===== src/rtl/param_direct_cache.sv =====
// Parametrised direct-mapped, write-back, write-allocate cache with one word per line.
// Optional hit/miss statistics counters are built when CACHE_STATS_EN is defined.
module param_direct_cache #(
    parameter int ADDR_W  = 6,
    parameter int DATA_W  = 8,
    parameter int INDEX_W = 3
) (
    input  logic              clk,
    input  logic              rst_n,
    input  logic              rd,
    input  logic              wr,
    input  logic [ADDR_W-1:0] addr,
    input  logic [DATA_W-1:0] w_data,
    output logic [DATA_W-1:0] r_data,
    output logic              hit,
    output logic              miss,
    output logic              ready,
    output logic              resp_valid,
    output logic              mem_req,
    output logic              mem_we,
    output logic [ADDR_W-1:0] mem_addr,
    output logic [DATA_W-1:0] mem_wdata,
    input  logic [DATA_W-1:0] mem_rdata,
    input  logic              mem_ack,
    output logic [15:0]       hit_cnt,
    output logic [15:0]       miss_cnt
);

    localparam int TAG_W = ADDR_W - INDEX_W;
    localparam int LINES = 1 << INDEX_W;

    typedef enum logic [1:0] {
        S_IDLE    = 2'd0,
        S_WB      = 2'd1,
        S_FILL    = 2'd2,
        S_INSTALL = 2'd3
    } state_t;

    state_t              r_state;
    logic [LINES-1:0]    r_valid;
    logic [LINES-1:0]    r_dirty;
    logic [TAG_W-1:0]    r_tag  [LINES];
    logic [DATA_W-1:0]   r_line [LINES];
    logic [ADDR_W-1:0]   r_addr;
    logic [DATA_W-1:0]   r_wdata;
    logic                r_is_wr;
    logic [DATA_W-1:0]   r_rdout;
    logic                r_hit;
    logic                r_miss;
    logic                r_ready;
    logic                r_resp;
    logic                r_mem_req;
    logic                r_mem_we;
    logic [ADDR_W-1:0]   r_mem_addr;
    logic [DATA_W-1:0]   r_mem_wdata;

    logic [INDEX_W-1:0]  w_idx;
    logic [TAG_W-1:0]    w_tag;
    logic [INDEX_W-1:0]  w_lat_idx;
    logic [TAG_W-1:0]    w_lat_tag;
    logic                w_accept;
    logic                w_hit;
    logic                w_arr_we;
    logic [INDEX_W-1:0]  w_arr_idx;
    logic [TAG_W-1:0]    w_arr_tag;
    logic [DATA_W-1:0]   w_arr_data;

    assign w_idx     = addr[INDEX_W-1:0];
    assign w_tag     = addr[ADDR_W-1:INDEX_W];
    assign w_lat_idx = r_addr[INDEX_W-1:0];
    assign w_lat_tag = r_addr[ADDR_W-1:INDEX_W];
    assign w_accept  = (r_state == S_IDLE) && (rd ^ wr);
    assign w_hit     = r_valid[w_idx] && (r_tag[w_idx] == w_tag);

    // Select the single tag/data array write for this cycle.
    always_comb begin
        w_arr_we   = 1'b0;
        w_arr_idx  = w_lat_idx;
        w_arr_tag  = w_lat_tag;
        w_arr_data = r_wdata;
        case (r_state)
            S_IDLE: begin
                if (w_accept && wr && w_hit) begin
                    w_arr_we   = 1'b1;
                    w_arr_idx  = w_idx;
                    w_arr_tag  = w_tag;
                    w_arr_data = w_data;
                end else begin
                    w_arr_we   = 1'b0;
                end
            end
            S_FILL: begin
                if (mem_ack) begin
                    w_arr_we   = 1'b1;
                    w_arr_data = mem_rdata;
                end else begin
                    w_arr_we   = 1'b0;
                end
            end
            S_INSTALL: w_arr_we = 1'b1;
            default:   w_arr_we = 1'b0;
        endcase
    end

    // Tag and data arrays carry no reset; valid bits gate their use.
    always_ff @(posedge clk) begin
        if (w_arr_we) begin
            r_tag[w_arr_idx]  <= w_arr_tag;
            r_line[w_arr_idx] <= w_arr_data;
        end
    end

    // Control FSM, valid/dirty state and all registered outputs.
    always_ff @(posedge clk or negedge rst_n) begin
        if (!rst_n) begin
            r_state     <= S_IDLE;
            r_valid     <= '0;
            r_dirty     <= '0;
            r_addr      <= '0;
            r_wdata     <= '0;
            r_is_wr     <= 1'b0;
            r_rdout     <= '0;
            r_hit       <= 1'b0;
            r_miss      <= 1'b0;
            r_ready     <= 1'b1;
            r_resp      <= 1'b0;
            r_mem_req   <= 1'b0;
            r_mem_we    <= 1'b0;
            r_mem_addr  <= '0;
            r_mem_wdata <= '0;
        end else begin
            r_hit  <= 1'b0;
            r_miss <= 1'b0;
            r_resp <= 1'b0;
            case (r_state)
                S_IDLE: begin
                    if (w_accept) begin
                        r_addr  <= addr;
                        r_wdata <= w_data;
                        r_is_wr <= wr;
                        if (w_hit) begin
                            r_hit  <= 1'b1;
                            r_resp <= 1'b1;
                            if (rd) begin
                                r_rdout <= r_line[w_idx];
                            end else begin
                                r_dirty[w_idx] <= 1'b1;
                            end
                        end else begin
                            r_miss  <= 1'b1;
                            r_ready <= 1'b0;
                            // A dirty victim must reach memory before the line is reused.
                            if (r_valid[w_idx] && r_dirty[w_idx]) begin
                                r_state     <= S_WB;
                                r_mem_req   <= 1'b1;
                                r_mem_we    <= 1'b1;
                                r_mem_addr  <= {r_tag[w_idx], w_idx};
                                r_mem_wdata <= r_line[w_idx];
                            end else if (rd) begin
                                r_state    <= S_FILL;
                                r_mem_req  <= 1'b1;
                                r_mem_we   <= 1'b0;
                                r_mem_addr <= addr;
                            end else begin
                                r_state <= S_INSTALL;
                            end
                        end
                    end
                end
                S_WB: begin
                    if (mem_ack) begin
                        if (r_is_wr) begin
                            r_state   <= S_INSTALL;
                            r_mem_req <= 1'b0;
                            r_mem_we  <= 1'b0;
                        end else begin
                            r_state    <= S_FILL;
                            r_mem_we   <= 1'b0;
                            r_mem_addr <= r_addr;
                        end
                    end
                end
                S_FILL: begin
                    if (mem_ack) begin
                        r_valid[w_lat_idx] <= 1'b1;
                        r_dirty[w_lat_idx] <= 1'b0;
                        r_rdout            <= mem_rdata;
                        r_resp             <= 1'b1;
                        r_mem_req          <= 1'b0;
                        r_ready            <= 1'b1;
                        r_state            <= S_IDLE;
                    end
                end
                S_INSTALL: begin
                    r_valid[w_lat_idx] <= 1'b1;
                    r_dirty[w_lat_idx] <= 1'b1;
                    r_resp             <= 1'b1;
                    r_ready            <= 1'b1;
                    r_state            <= S_IDLE;
                end
                default: begin
                    r_state   <= S_IDLE;
                    r_ready   <= 1'b1;
                    r_mem_req <= 1'b0;
                end
            endcase
        end
    end

`ifdef CACHE_STATS_EN
    logic [15:0] r_hit_cnt;
    logic [15:0] r_miss_cnt;

    // Saturating counters advance on each registered hit/miss pulse.
    always_ff @(posedge clk or negedge rst_n) begin
        if (!rst_n) begin
            r_hit_cnt  <= 16'd0;
            r_miss_cnt <= 16'd0;
        end else begin
            if (r_hit && (r_hit_cnt != 16'hFFFF)) begin
                r_hit_cnt <= r_hit_cnt + 16'd1;
            end
            if (r_miss && (r_miss_cnt != 16'hFFFF)) begin
                r_miss_cnt <= r_miss_cnt + 16'd1;
            end
        end
    end

    assign hit_cnt  = r_hit_cnt;
    assign miss_cnt = r_miss_cnt;
`else
    assign hit_cnt  = 16'd0;
    assign miss_cnt = 16'd0;
`endif

    assign r_data     = r_rdout;
    assign hit        = r_hit;
    assign miss       = r_miss;
    assign ready      = r_ready;
    assign resp_valid = r_resp;
    assign mem_req    = r_mem_req;
    assign mem_we     = r_mem_we;
    assign mem_addr   = r_mem_addr;
    assign mem_wdata  = r_mem_wdata;

endmodule


===== config.mk =====
export PLATFORM = sky130hd
export DESIGN_NAME = param_direct_cache
export DESIGN_NICKNAME = d
export VERILOG_FILES = /design/src/rtl/param_direct_cache.sv
export SDC_FILE = /design/constraint.sdc
export NUM_CORES = 1
export LEC_CHECK = 0
export BUFFER_PORTS_ARGS = -buffer_cell sky130_fd_sc_hd__clkbuf_2
export CAP_MARGIN = 20
export CORE_MARGIN = 5
export CORE_UTILIZATION = 59
export DETAILED_ROUTE_END_ITERATION = 7
export PLACE_DENSITY = 0.81
export RECOVER_POWER = 50
export SLEW_MARGIN = 10
export SYNTH_ARGS = -nofsm -noshare
export SYNTH_HDL_FRONTEND = slang
export SYNTH_SLANG_ARGS = --single-unit

===== constraint.sdc =====
create_clock -name clk -period 4.15 [get_ports clk]
set_input_delay 0.6225 -clock clk [delete_from_list [all_inputs] [get_ports clk]]
set_output_delay 0.6225 -clock clk [all_outputs]
set_load 0.005 [all_outputs]

==> run summary <==
outcome = finished, violations left
failing checks = max-capacitance violations, max-slew violations
crit path DAT = 3.64 ns
Hold Path Depth = 3
minimum clock period after layout = 3.52 ns
largest net degree at the start of global routing = 34
Max Clock Freq = 284 MHz
core footprint = 12,500 sq um
die height = 122 um
asr flop ratio synth = 0.409
metal3 WL = 1070 um
biggest area consumer among synthesized cells = edfxtp_1
family with the most delay on the worst path = buffers and inverters
Pwr Density = 696 nW/um^2
initial antenna violation count = 0
Crit path buffers/inverters = 3
WL/cell = 20.8 um
antenna fix cells = 0
Max-Cap Viols = 2
Slowest-stage cell, CP = clkbuf_2
Area Overhead vs Synth = 11.6%
kind of critical path = input pin to flop
clk buf depth = 2
TritonCTS clock tree = done
layout cell share with drive strength beyond 1 = 0.228
die area = 15,000 sq um
crit-path cells = clkbuf_2 > mux2_2 > o22ai_1 > a221oi_1 > xor2_1 > nor4_4 > clkbuf_1 > nand3_1 > o31ai_1 > buf_4
# IOs = 87
RSZ-0062 raised after global routing = false
crit path max fanout = 22
cts hold-fix bufs = 0
setup ws final = 0.630 ns
Synth top area share = 0.354
Synthesis Warnings = 0
Final HPWL DP = 12,400 um
Unique masters post-synth = 61
Final Hold Viols = 0
Max Slew Vio Count = 64
final worst clock skew = 0.0128 ns
WL met1 = 6920 um
setup TNS = 0 ns
die span in x = 122 um
row count = 41
antenna viol nets, final = 0
Seq/Total Area, Yosys = 0.559
Slew @ Worst Pin = 1.79 ns
Final setup viols = 0
Seq cells post-synth = 149
post-DR vias/cell = 6.12
Synth Flop Type = edfxtp_1
Starting Density = 0.596
NumNets Final = 699
Clock H-tree levels = 4
max_slew headroom = -0.194
clock root buffer = clkbuf_16
Post-synth EDFFs = 88
Layout fillers = 946
clk slew on worst S/H paths = 0.07 ns
crit end category = flop
Final period util = 0.848
CTS Buf Count = 17
post-CTS resize count = 0
cell area after synthesis = 7450 sq um
grt ovf = 0
routed wire length = 17,700 um
leading post-synthesis cells by cell area = edfxtp_1, dfrtp_1, mux2_2
Critical Path Max Stage Delay = 0.52 ns
Startpoint Class = input pin
top sig layer = met4
worst hold-check path type = input pin to flop
LEAKAGE = 0.00340 uW
gr usage total = 0.244
clk_lat worst skew = 0.42 ns
worst slack, placed = 0.426 ns
Syn Area/Cell = 12.3 sq um
top cells by count, synth = edfxtp_1, nand2_1, dfrtp_1
Final GP Congestion = 0.968
first-pass GRT wire length = 27,500 um
critical path depth = 10
Critical Path RT = 4.27 ns
Vias = 5,210
vias in the first global route = 5,100
routed length on met2 = 9120 um
Max VDD drop = 0.000589 V
# DRC = 0
IO buf count = 54
R2R depth = 10
post-CTS repair timing setup buffer count = 0
number of clock sinks = 149
Mapped Cells = 604
DRT iter0 DRCs = 505
most frequent cell after synthesis = edfxtp_1
drt pass-1 iters = 5
Overall Power = 5790 uW
==> area by class of cell <==
type | count | area (sq um) | share of cell area
clock buffers | 17 | 425 | 0.0511
clock inverters | 15 | 168 | 0.0202
inverters | 12 | 45.0 | 0.00541
multi-input cells | 410 | 2900 | 0.349
flip-flops and latches | 149 | 4170 | 0.501
well taps | 172 | 215 | 0.0259
repair buffers | 77 | 397 | 0.0477
==> cell families after synthesis <==
group                      count (synthesis)  synth area share
AOI/OAI and AO/OA                        121             0.122
DFF                                      149             0.559
other                                      1          0.000503
muxes                                     98             0.147
xor gates and xnor gates                   1           0.00218
adders and majority gates                  5           0.00839
and+or+nand+nor                          153            0.0979
buffers and inverters                     76            0.0624
==> metrics by stage <==
step,instances,cell area (sq um),hold slack [ns],util
after floorplan,635,7570,0.327,-
after global placement,819,7820,0.446,0.625
after detailed placement,819,7820,0.446,0.625
after CTS,851,8410,0.262,0.672
after global routing,852,8320,0.416,0.665
final,852,8320,0.422,0.665
==> state kept, by name, summed over array words and instances, names as in the netlist, 2 cells and up <==
| signal | cells |
|---|---|
| r_data | 8 |
| r_addr | 6 |
| r_line | 64 |
| r_valid | 8 |
| r_state | 2 |
| mem_wdata | 8 |
| r_tag | 24 |
| mem_addr | 6 |
| r_dirty | 8 |
| r_wdata | 8 |
==> worst reg2reg max path: cells and delay by family, from the launching register on <==
family	cells	cell delay [ns]
compound gates	1	0.25
fa+ha+maj	1	0.19
buf+inv	4	1.19
flops	1	0.40
simple gates	4	0.84
==> power by group <==
part           internal [uW]  switching, uW
logic                    695           1140
registers               2170            269
clock network            852            663
total                   3720           2070
==> cell usage in the layout (no fill, tap or decap), types with 6 or more instances in the layout <==
cell	n
a21o_1	9
a21oi_1	23
a22oi_1	18
buf_4	18
clkbuf_1	27
clkbuf_16	17
clkbuf_2	32
conb_1	32
dfrtp_1	60
edfxtp_1	88
inv_1	12
mux2_2	54
mux2_4	7
mux2i_1	34
nand2_1	68
nand2b_1	9
nand3_1	12
nor2_1	34
nor2b_1	7
nor3_1	6
o21ai_0	17
o221ai_1	8
==> routing by layer <==
metal | global-route usage | up-vias
met3 | 0.0585 | 54
met5 | 0 | -
met1 | 0.297 | 2616
li1 | - | 2295
met4 | 0.0973 | 0
met2 | 0.418 | 245
==> final timing paths <==
| check | start | to | slack [ns] |
|---|---|---|---|
| max | addr[0] | r_line[2][3] | 0.63 |
| min | w_data[6] | r_wdata[6] | 0.42 |
| max reg2reg | r_state[1] | r_line[2][3] | 0.98 |
| min reg2reg | r_valid[3] | r_valid[3] | 0.46 |
| max in group asynchronous | rst_n | r_dirty[6] | 1.23 |
| min in group asynchronous | rst_n | r_dirty[0] | 0.57 |
Note: power is estimated with default switching activity, not from simulation.
